--- src/rtl/keypad_pkg.sv ---
// Shared key codes, key-map decode and debounce state type for the keypad scanner.
package keypad_pkg;

    localparam logic [4:0] KEY_NONE = 5'b00000;
    localparam logic [4:0] KEY_1    = 5'b00001;
    localparam logic [4:0] KEY_2    = 5'b00010;
    localparam logic [4:0] KEY_3    = 5'b00011;
    localparam logic [4:0] KEY_4    = 5'b00100;
    localparam logic [4:0] KEY_5    = 5'b00101;
    localparam logic [4:0] KEY_6    = 5'b00110;
    localparam logic [4:0] KEY_7    = 5'b00111;
    localparam logic [4:0] KEY_8    = 5'b01000;
    localparam logic [4:0] KEY_9    = 5'b01001;
    localparam logic [4:0] KEY_A    = 5'b01010;
    localparam logic [4:0] KEY_B    = 5'b01011;
    localparam logic [4:0] KEY_C    = 5'b01100;
    localparam logic [4:0] KEY_D    = 5'b01101;
    localparam logic [4:0] KEY_STAR = 5'b10000;
    localparam logic [4:0] KEY_0    = 5'b10001;
    localparam logic [4:0] KEY_HASH = 5'b10010;

    typedef enum logic [1:0] {
        ST_NONE,
        ST_PRESS_PEND,
        ST_HELD,
        ST_RELEASE_PEND
    } db_state_t;

    // Key-map index is row*4+col.
    function automatic logic [4:0] key_code(input logic [3:0] idx);
        case (idx)
            4'd0:    return KEY_1;
            4'd1:    return KEY_2;
            4'd2:    return KEY_3;
            4'd3:    return KEY_A;
            4'd4:    return KEY_4;
            4'd5:    return KEY_5;
            4'd6:    return KEY_6;
            4'd7:    return KEY_B;
            4'd8:    return KEY_7;
            4'd9:    return KEY_8;
            4'd10:   return KEY_9;
            4'd11:   return KEY_C;
            4'd12:   return KEY_STAR;
            4'd13:   return KEY_0;
            4'd14:   return KEY_HASH;
            default: return KEY_D;
        endcase
    endfunction

endpackage

--- src/rtl/keypad_debounce.sv ---
// Debounce FSM: qualifies per-scan candidate codes into a steady key code plus press strobe.
//
// state           | meaning
// ST_NONE         | no key reported, waiting for a nonzero candidate
// ST_PRESS_PEND   | same nonzero candidate being counted toward a press
// ST_HELD         | data shows a key, candidate still matches it
// ST_RELEASE_PEND | candidate differs from data, counting toward release
module keypad_debounce
    import keypad_pkg::*;
#(
    parameter int DEBOUNCE_SCANS = 20
) (
    input  logic       clk,
    input  logic       rst,
    input  logic       scan_done,
    input  logic [4:0] candidate,
    output logic [4:0] data,
    output logic       key_strobe
);

    localparam int CW = $clog2(DEBOUNCE_SCANS + 1);
    localparam logic [CW-1:0] CNT_MAX = CW'(DEBOUNCE_SCANS);
    localparam logic [CW-1:0] CNT_ONE = CW'(1);
    localparam bit ONE_SCAN = (DEBOUNCE_SCANS == 1);

    db_state_t     state;
    logic [4:0]    pend_code;
    logic [CW-1:0] stable_cnt;
    logic [CW-1:0] cnt_inc;

    assign cnt_inc = (stable_cnt == CNT_MAX) ? CNT_MAX : stable_cnt + CNT_ONE;

    always_ff @(posedge clk) begin
        key_strobe <= 1'b0;
        if (rst) begin
            state      <= ST_NONE;
            pend_code  <= KEY_NONE;
            stable_cnt <= '0;
            data       <= KEY_NONE;
        end else if (scan_done) begin
            case (state)
                ST_NONE: begin
                    if (candidate != KEY_NONE) begin
                        pend_code <= candidate;
                        if (ONE_SCAN) begin
                            data       <= candidate;
                            key_strobe <= 1'b1;
                            stable_cnt <= '0;
                            state      <= ST_HELD;
                        end else begin
                            stable_cnt <= CNT_ONE;
                            state      <= ST_PRESS_PEND;
                        end
                    end
                end
                ST_PRESS_PEND: begin
                    if (candidate == KEY_NONE) begin
                        stable_cnt <= '0;
                        state      <= ST_NONE;
                    end else if (candidate == pend_code) begin
                        if (cnt_inc == CNT_MAX) begin
                            data       <= pend_code;
                            key_strobe <= 1'b1;
                            stable_cnt <= '0;
                            state      <= ST_HELD;
                        end else begin
                            stable_cnt <= cnt_inc;
                        end
                    end else begin
                        pend_code <= candidate;
                        if (ONE_SCAN) begin
                            data       <= candidate;
                            key_strobe <= 1'b1;
                            stable_cnt <= '0;
                            state      <= ST_HELD;
                        end else begin
                            stable_cnt <= CNT_ONE;
                        end
                    end
                end
                ST_HELD: begin
                    if (candidate != data) begin
                        if (ONE_SCAN) begin
                            data       <= KEY_NONE;
                            stable_cnt <= '0;
                            state      <= ST_NONE;
                        end else begin
                            stable_cnt <= CNT_ONE;
                            state      <= ST_RELEASE_PEND;
                        end
                    end
                end
                ST_RELEASE_PEND: begin
                    if (candidate == data) begin
                        stable_cnt <= '0;
                        state      <= ST_HELD;
                    end else if (cnt_inc == CNT_MAX) begin
                        // Release always lands on KEY_NONE so a direct key change shows a gap.
                        data       <= KEY_NONE;
                        stable_cnt <= '0;
                        state      <= ST_NONE;
                    end else begin
                        stable_cnt <= cnt_inc;
                    end
                end
                default: state <= ST_NONE;
            endcase
        end
    end

endmodule

--- src/rtl/keypad_scanner.sv ---
// 4x4 keypad column scanner with key map, one-hot decode and debounced key code output.
// Optional two-flop row synchronizer enabled by defining KEYPAD_ROW_SYNC_EN.
module keypad_scanner
    import keypad_pkg::*;
#(
    parameter int SCAN_DIV       = 12500,
    parameter int DEBOUNCE_SCANS = 20
) (
    input  logic       clk,
    input  logic       rst,
    input  logic [3:0] row,
    output logic [3:0] col,
    output logic [4:0] data,
    output logic       key_strobe
);

    logic [3:0] row_s;

`ifdef KEYPAD_ROW_SYNC_EN
    localparam int LEAD = 2;
    logic [3:0] row_q1;
    logic [3:0] row_q2;

    always_ff @(posedge clk) begin
        if (rst) begin
            row_q1 <= 4'hF;
            row_q2 <= 4'hF;
        end else begin
            row_q1 <= row;
            row_q2 <= row_q1;
        end
    end

    assign row_s = row_q2;
`else
    localparam int LEAD = 0;
    assign row_s = row;
`endif

    localparam int DW = $clog2(SCAN_DIV + LEAD + 1);
    localparam logic [DW-1:0] TERM       = DW'(SCAN_DIV - 1);
    localparam logic [DW-1:0] TERM_FIRST = DW'(SCAN_DIV - 1 + LEAD);

    logic [DW-1:0] div_cnt;
    logic          first_period;
    logic [1:0]    col_idx;
    logic [15:0]   key_map;
    logic [15:0]   map_next;
    logic          sample;
    logic          scan_done;
    logic [4:0]    candidate;

    // Stretching only the first period after reset keeps every later column at SCAN_DIV
    // while the synchronizer delay lines the sample up with the column being driven.
    assign sample    = (div_cnt == (first_period ? TERM_FIRST : TERM));
    assign scan_done = sample && (col_idx == 2'd3);

    always_comb begin
        map_next = key_map;
        if (sample) begin
            for (int r = 0; r < 4; r++) begin
                map_next[r*4 + int'(col_idx)] = ~row_s[r];
            end
        end
    end

    always_comb begin
        candidate = KEY_NONE;
        if ($countones(map_next) == 1) begin
            for (int i = 0; i < 16; i++) begin
                if (map_next[i]) candidate = key_code(4'(i));
            end
        end
    end

    always_ff @(posedge clk) begin
        if (rst) begin
            div_cnt      <= '0;
            first_period <= 1'b1;
            col_idx      <= 2'd0;
            col          <= 4'b1110;
            key_map      <= '0;
        end else begin
            key_map <= map_next;
            if (sample) begin
                div_cnt      <= '0;
                first_period <= 1'b0;
                col_idx      <= col_idx + 2'd1;
                col          <= {col[2:0], col[3]};
            end else begin
                div_cnt <= div_cnt + DW'(1);
            end
        end
    end

    keypad_debounce #(
        .DEBOUNCE_SCANS(DEBOUNCE_SCANS)
    ) u_debounce (
        .clk        (clk),
        .rst        (rst),
        .scan_done  (scan_done),
        .candidate  (candidate),
        .data       (data),
        .key_strobe (key_strobe)
    );

endmodule

--- config.mk ---
export PLATFORM = sky130hd
export DESIGN_NAME = keypad_scanner
export DESIGN_NICKNAME = d
export VERILOG_FILES = /design/src/rtl/keypad_pkg.sv /design/src/rtl/keypad_debounce.sv /design/src/rtl/keypad_scanner.sv
export SDC_FILE = /design/constraint.sdc
export NUM_CORES = 1
export LEC_CHECK = 0
export CORE_MARGIN = 2
export CORE_UTILIZATION = 45
export CTS_BUF_LIST = sky130_fd_sc_hd__clkbuf_8
export DETAILED_ROUTE_END_ITERATION = 7
export SETUP_SLACK_MARGIN = 0.1
export SYNTH_ARGS = -nofsm -noshare
export SYNTH_HDL_FRONTEND = slang
export SYNTH_SLANG_ARGS = --single-unit
--- constraint.sdc ---
create_clock -name clk -period 9.8 [get_ports clk]
set_input_delay 1.96 -clock clk [delete_from_list [all_inputs] [get_ports clk]]
set_output_delay 1.96 -clock clk [all_outputs]
set_load 0.05 [all_outputs]
==> reports/qor.csv <==
stage,metric,value,unit
outcome,status,"complete, no violations",
timing,Final setup viols,0,
die,Initial Util,45.99,%
placed_design,Routability Congestion,0.8883,
route,Post-DRT Antenna Nets,0,
timing,minimum clock period,8.552,ns
placed_design,DP Worst Slack,0.8574,ns
synthesis,syn_nets,396,
pwr,Pwr per Cell Area,106.4,mW/mm^2
synthesis,synth warn,0,
timing,RSZ-0062 raised after global routing,false,
route,Post-Route WL,6814,um
die,die area,0.008077,mm^2
placed_design,hpwl dp,5024,um
worst_setup_path,reg2reg setup slack,2.19,ns
placed_design,Port-buffer cells,15,
die,chip height,89.87,um
synthesis,post-synthesis area per instance,9.041,um^2
worst_setup_path,critical path's slowest cell,a311oi_1,
hold_path,worst hold path type,register to register,
route,wire per inst,14.20,um
route,drt pass-1 iters,4,
synthesis,cells after synthesis,367,
timing,Setup WS post-layout,1.248,ns
synthesis,Synth Flop Type,dfxtp_1,
clock_network,post_cts resized,0,
timing,Worst Tran Pin Value,0.7874,ns
timing,worst rel slew slack,46.95,%
die,Core Box Area,0.007214,mm^2
worst_setup_path,RR Endpoint,u_debounce.data[2],
die,Die Width,89.87,um
synthesis,"EDFF count, synth",0,
synthesis,post-synth top area cell,dfxtp_1,
synthesis,Area contributors post-synth,"dfxtp_1 33%, nor2_1 6.3%, fa_1 6.0%, ha_1 4.9%, mux2i_1 4.2%",
route,DR vias/cell,5.410,
placed_design,Post-Place Cell Area,0.003558,mm^2
cells_and_area,n_diodes,0,
cells_and_area,FF+latch area,0.001081,mm^2
cells_and_area,nets,409,
clock_network,clock slew at reported path FFs,0.11,ns
cells_and_area,Area Overhead vs Synth,10.78,%
worst_setup_path,Worst R2R Path Depth,22,
worst_setup_path,WS Path Type,primary input to register,
worst_setup_path,"Buf+Inv Stages, Crit Path",4,
global_route,vias in the first global route,2426,
cells_and_area,design area,0.003676,mm^2
worst_setup_path,Worst path max stage delay,0.71,ns
global_route,largest net degree at the start of global routing,41,
route,drt drc,0,
hold_path,Worst Min Path Start,div_cnt[0],
die,row count,31,
synthesis,Synth top area share,32.58,%
synthesis,Syn Std Cell Area,0.003318,mm^2
worst_setup_path,Critical Path AT,8.82,ns
worst_setup_path,R2R Path Start,div_cnt[0],
global_route,Overflow after GRT,0,
die,IO Count,16,
hold_path,hold path depth,1,
pwr,leakage power,1.520,nW
worst_setup_path,crit end category,register,
cells_and_area,fillers,700,
clock_network,Clock Path Buffers,2,
worst_setup_path,CP Cell Sequence,"clkdlybuf4s50_1, inv_1, mux2_4, clkinv_1, fa_1, fa_1, fa_1, inv_1, fa_1, ha_1, fa_1, nor4b_1, o21ai_0, a311oi_1, xnor2_1, o221ai_1, nor4b_2, and2_4, o22ai_2, a31oi_1, a22o_1",
timing,final slew viol count,0,
clock_network,buffer count from post-CTS setup fixing,0,
route,Vias,2597,
timing,endpoints failing hold,0,
timing,fmax,116.9,MHz
worst_setup_path,cell mode on critical path,fa_1,
clock_network,CTS tree,built,
synthesis,synth unique cells,77,
synthesis,register bit total from synthesis,54,
synthesis,post-synthesis sequential area ratio,32.58,%
clock_network,CTS Hold Buffers Added,0,
clock_network,Clock Sinks,54,
clock_network,Root Driver,clkbuf_8,
clock_network,number of H-tree levels,2,
cells_and_area,share of layout cells above drive strength 1,10.76,%
worst_setup_path,Startpoint Class,primary input,
worst_setup_path,Worst EP required,10.07,ns
global_route,first-pass GRT wire length,11760,um
hold_path,Min-Delay Endpoint,div_cnt[0],
cells_and_area,Multi-input gate area,0.002057,mm^2
clock_network,Clock Latency Late Sink,0.32,ns
timing,Layout Skew,0.01173,ns
route,Iter 0 DRT Violations,123,
clock_network,Num CTS Buffers,5,
global_route,Total GRT Usage,17.46,%
pwr,peak supply drop,79.88,uV
worst_setup_path,CP top delay family,adder cells,
synthesis,"FFs w/ async S/R, synth",0,%
timing,setup_tns,0,ns
global_route,antenna violations before repair,0,
run,maxcap violations,0,
worst_setup_path,CP max FO,10,
timing,final worst-path cycle share,87.26,%
[sequential cells by signal, summed over array words and instances, names as in the netlist]
signal,count
col,4
u_debounce.stable_cnt,5
u_debounce.key_strobe,1
col_idx,2
u_debounce.state,2
key_map,16
div_cnt,14
u_debounce.data,5
u_debounce.pend_code,5
[worst reg2reg max path: stages (launching register included)]
cell      delay (ns)
dfxtp_1         0.40
ha_1            0.25
and4bb_4        0.32
nand4_4         0.21
mux2_4          0.31
clkinv_1        0.30
fa_1            0.64
fa_1            0.44
fa_1            0.49
inv_1           0.05
fa_1            0.43
ha_1            0.22
fa_1            0.44
nor4b_1         0.39
o21ai_0         0.39
a311oi_1        0.71
xnor2_1         0.21
o221ai_1        0.15
nor4b_2         0.34
and2_4          0.22
o22ai_2         0.10
a31oi_1         0.39
a22o_1          0.19
[worst max path at each step]
stage | start | endpoint | slack (ns) | depth (start not counted)
6_report | row[3] | u_debounce.data[2] | 1.25 | 21
3_5_place_dp | row[3] | u_debounce.data[2] | 0.86 | 21
2_1_floorplan | row[3] | u_debounce.data[1] | 2.17 | 20
5_1_grt | row[3] | u_debounce.data[2] | 0.70 | 21
4_1_cts | row[3] | u_debounce.data[2] | 1.19 | 21
3_3_place_gp | row[3] | u_debounce.data[3] | 1.08 | 21
[cells by family after synthesis]
group / after synthesis / synth area share [%]
flip-flops: 54 / 32.58
XOR/XNOR: 19 / 5.015
adder cells (fa/ha/maj): 23 / 10.94
multiplexers: 21 / 7.051
AND/OR/NAND/NOR: 138 / 24.13
buffers and inverters: 46 / 5.430
AO/OA/AOI/OAI: 66 / 14.86
[layout make-up]
class	instances	share of cell area, %
Clock buffer	5	1.872
Clock inverter	3	1.327
Inverter	35	3.574
Multi-Input combinational cell	267	55.96
Sequential cell	54	29.41
Tap cell	99	3.370
Timing Repair Buffer	17	4.493
[per-layer routing]
metal | GRT usage [%] | wire length, um
met1 | 24.80 | 3413
met2 | 27.21 | 3084
met3 | 2.850 | 210
met4 | 5.641 | 105
met5 | 0 | 0
[cell usage after synthesis (all sizes together), types with 3 or more instances]
cell	number
ha	13
a31oi	5
inv	33
nor3	7
mux2	4
buf	4
xor2	11
nand3	15
a22o	5
o211a	3
nor2	57
nand4	8
nor2b	5
xnor2	8
and3	3
a211o	3
a21oi	10
or3	3
o21ai	12
o2111ai	3
mux2i	17
nor4	3
fa	10
dfxtp	54
and2	7
nand2	13
a211oi	4
nor3b	5
clkbuf	7
[power breakdown]
group | leakage, nW | switching, mW | internal, mW
Combinational | 1.03 | 0.00618 | 0.00359
Clock | 0.0563 | 0.0820 | 0.0780
Sequential | 0.435 | 0.00107 | 0.220
[cells in the final DEF (no fill, tap or decap), types with 3 or more instances in the layout]
| cell | netlist | final |
|---|---|---|
| nor3b_1 | 3 | 3 |
| nor2_1 | 56 | 56 |
| nand3_1 | 14 | 14 |
| nand4_2 | 3 | 3 |
| a211oi_1 | 4 | 4 |
| xor2_1 | 11 | 11 |
| mux2i_2 | 3 | 3 |
| nor2b_1 | 5 | 5 |
| o2111ai_1 | 3 | 3 |
| mux2i_1 | 14 | 14 |
| ha_1 | 13 | 13 |
| a21oi_1 | 9 | 9 |
| and2_1 | 5 | 5 |
| and3_1 | 3 | 3 |
| a211o_1 | 3 | 3 |
| o21ai_0 | 11 | 11 |
| inv_1 | 33 | 33 |
| nand4_1 | 4 | 4 |
| nor3_1 | 7 | 7 |
| fa_1 | 10 | 10 |
| a31oi_1 | 5 | 5 |
| dfxtp_1 | 54 | 54 |
| a22o_1 | 5 | 5 |
| clkbuf_8 | 0 | 5 |
| clkdlybuf4s50_1 | 0 | 15 |
| nand2_1 | 13 | 13 |
| xnor2_1 | 8 | 8 |
| o211a_1 | 3 | 3 |
[stage by stage]
stage	total power [mW]	hold WS, ns	cells	utilization (%)
global placement	0.2362	0.4517	472	49.32
finish	0.3913	0.4831	480	50.95
detailed placement	0.2364	0.4613	472	49.32
global route	0.4051	0.5243	480	50.95
floorplan	0.2319	0.4302	367	-
CTS	0.3944	0.4885	480	50.95
Note: power is estimated with default switching activity, not from simulation.
==> variant, RTL diff (same settings) <==
Add a define of `KEYPAD_ROW_SYNC_EN`.
--- a/src/rtl/keypad_scanner.sv
+++ b/src/rtl/keypad_scanner.sv
@@ -2,2 +2,4 @@
 // Optional two-flop row synchronizer enabled by defining KEYPAD_ROW_SYNC_EN.
+`define KEYPAD_ROW_SYNC_EN
+
 module keypad_scanner
Function: no difference found for any inputs over 10 cycles, from zero or initial values and one cycle with rst high; that may be too few to reach the edited logic, so the function may still have changed.
==> variant against the unedited design <==
  * Power increased by 36%
  * Clock power increased by 61%
  * Area after synthesis increased by 14%
  * Sequential cell count increased by 9
  * Combinational power increased by 24%
  * Global-route usage increased by 4.2 points
  * Design area increased by 16%
  * Worst setup slack improved by 1.1 ns
  * Wire length increased by 32%
  * Via count increased by 24%
  * Largest cell class unchanged
  * Largest power group unchanged
==> variant: results (changes against the unedited design) <==
Parameter                              Value

Yosys
  Share of the synthesized netlist area taken by xor and xnor gates ... 3.47% (-1.5 points)
  Most used standard cells in the synthesized netlist ... sky130_fd_sc_hd__dfxtp_1, sky130_fd_sc_hd__nor2_1, sky130_fd_sc_hd__nand2_1, sky130_fd_sc_hd__inv_1
  Net Count, Synth ... 467 (+18%)
  Multiplexer area fraction after synthesis ... 1.59% (-5.5 points)
  Arithmetic-cell share of the synthesized area counting full adders, half adders and majority gates ... 9.60% (-1.3 points)
  Share of synthesized area occupied by flip-flops and latches ... 33.4% (+0.78 points)
  Area contributors post-synth ... sky130_fd_sc_hd__dfxtp_1, sky130_fd_sc_hd__nor2_1, sky130_fd_sc_hd__fa_1, sky130_fd_sc_hd__ha_1, sky130_fd_sc_hd__nand2_1

Setup path
  Critical path's largest stage delay ... 0.52 ns (-0.19 ns)
  FF-to-FF setup slack ... 2.40 ns (+0.21 ns)
  Critical-path top delay cell ... sky130_fd_sc_hd__nor3b_1

Power and ir drop
  Sequential power share ... 49.1% (-7.5 points)
  Leak Pwr ... 1.64 nW (+7.8%)
  Maximum VDD drop ... 0.0594 mV (-26%)
  Power Density ... 125 nW/um^2 (+17%)
  Total internal power ... 0.407 mW (+35%)
  Combinational cell power ... 0.0121 mW (+24%)

CTS
  Clock H-tree levels ... 3 (+1)
  Reg clk slew, reported paths ... 0.08 ns (-0.03 ns)
  Clock latency on the worst-skew pair ... 0.35 ns (+0.03 ns)

Final layout
  Post-layout nets ... 484 (+18%)

STA
  Fin Clk Skew ... 0.0149 ns (+0.00314 ns)
  Worst-Margin Slew ... 0.818 ns (+0.0301 ns)

Detailed routing
  Number of DRC markers in iteration 0 ... 178 (+45%)
  Vias per cell ... 5.69 (+5.1%)
  Overall via count from detail_route ... 3213 (+24%)

Global routing
  Via count of the first global-routing pass ... 3068 (+26%)
  Largest net degree at the start of global routing ... 28 (-32%)
  GRT Util Overall ... 21.7% (+4.2 points)

Outcome
  Status ... complete, no violations
[variant: cell count changes after synthesis, moves of 6 or more]
cell                      delta
sky130_fd_sc_hd__nand2_1    +26
sky130_fd_sc_hd__a21oi_1    +12
sky130_fd_sc_hd__o21ai_0    +10
sky130_fd_sc_hd__or2_2      +10
sky130_fd_sc_hd__dfxtp_1     +9
sky130_fd_sc_hd__mux2i_1     -8
sky130_fd_sc_hd__o21ai_1     +6
[variant: area by class of cell]
cell class | instances | area, sq um
Inverter | 40 | 150
Fill cell | 795 | 3920
Sequential cell | 63 | 1260
Clock inverter | 7 | 97.6
Tap cell | 105 | 131
Multi-Input combinational cell | 324 | 2320
Clock buffer | 9 | 124
Timing Repair Buffer | 17 | 165
[variant: stage by stage]
step | area [sq um] | hold slack (ns) | worst slack (ns)
6_report | 4250 | 0.410 | 2.40
5_1_grt | 4250 | 0.429 | 1.88
4_1_cts | 4250 | 0.413 | 2.42
3_5_place_dp | 4030 | 0.395 | 2.45
3_3_place_gp | 4030 | 0.396 | 2.55
2_1_floorplan | 3780 | 0.389 | 3.20
[variant: how the worst max path moves through the flow]
stage               startpoint                        to  slack [ns]  depth (start not counted)
floorplan           div_cnt[1]        u_debounce.data[0]        3.20                         22
global placement    div_cnt[1]        u_debounce.data[4]        2.55                         22
detailed placement  div_cnt[1]        u_debounce.data[3]        2.45                         22
CTS                 div_cnt[1]        u_debounce.data[0]        2.42                         22
global route        div_cnt[1]  u_debounce.stable_cnt[2]        1.88                         23
finish              div_cnt[1]        u_debounce.data[0]        2.40                         22
[variant: metal layers]
| metal | vias up | track usage (%) |
|---|---|---|
| met5 | - | 0 |
| met4 | 0 | 8.57 |
| met3 | 19 | 3.56 |
| met2 | 89 | 34.8 |
| met1 | 1533 | 29.1 |
| li1 | 1572 | - |
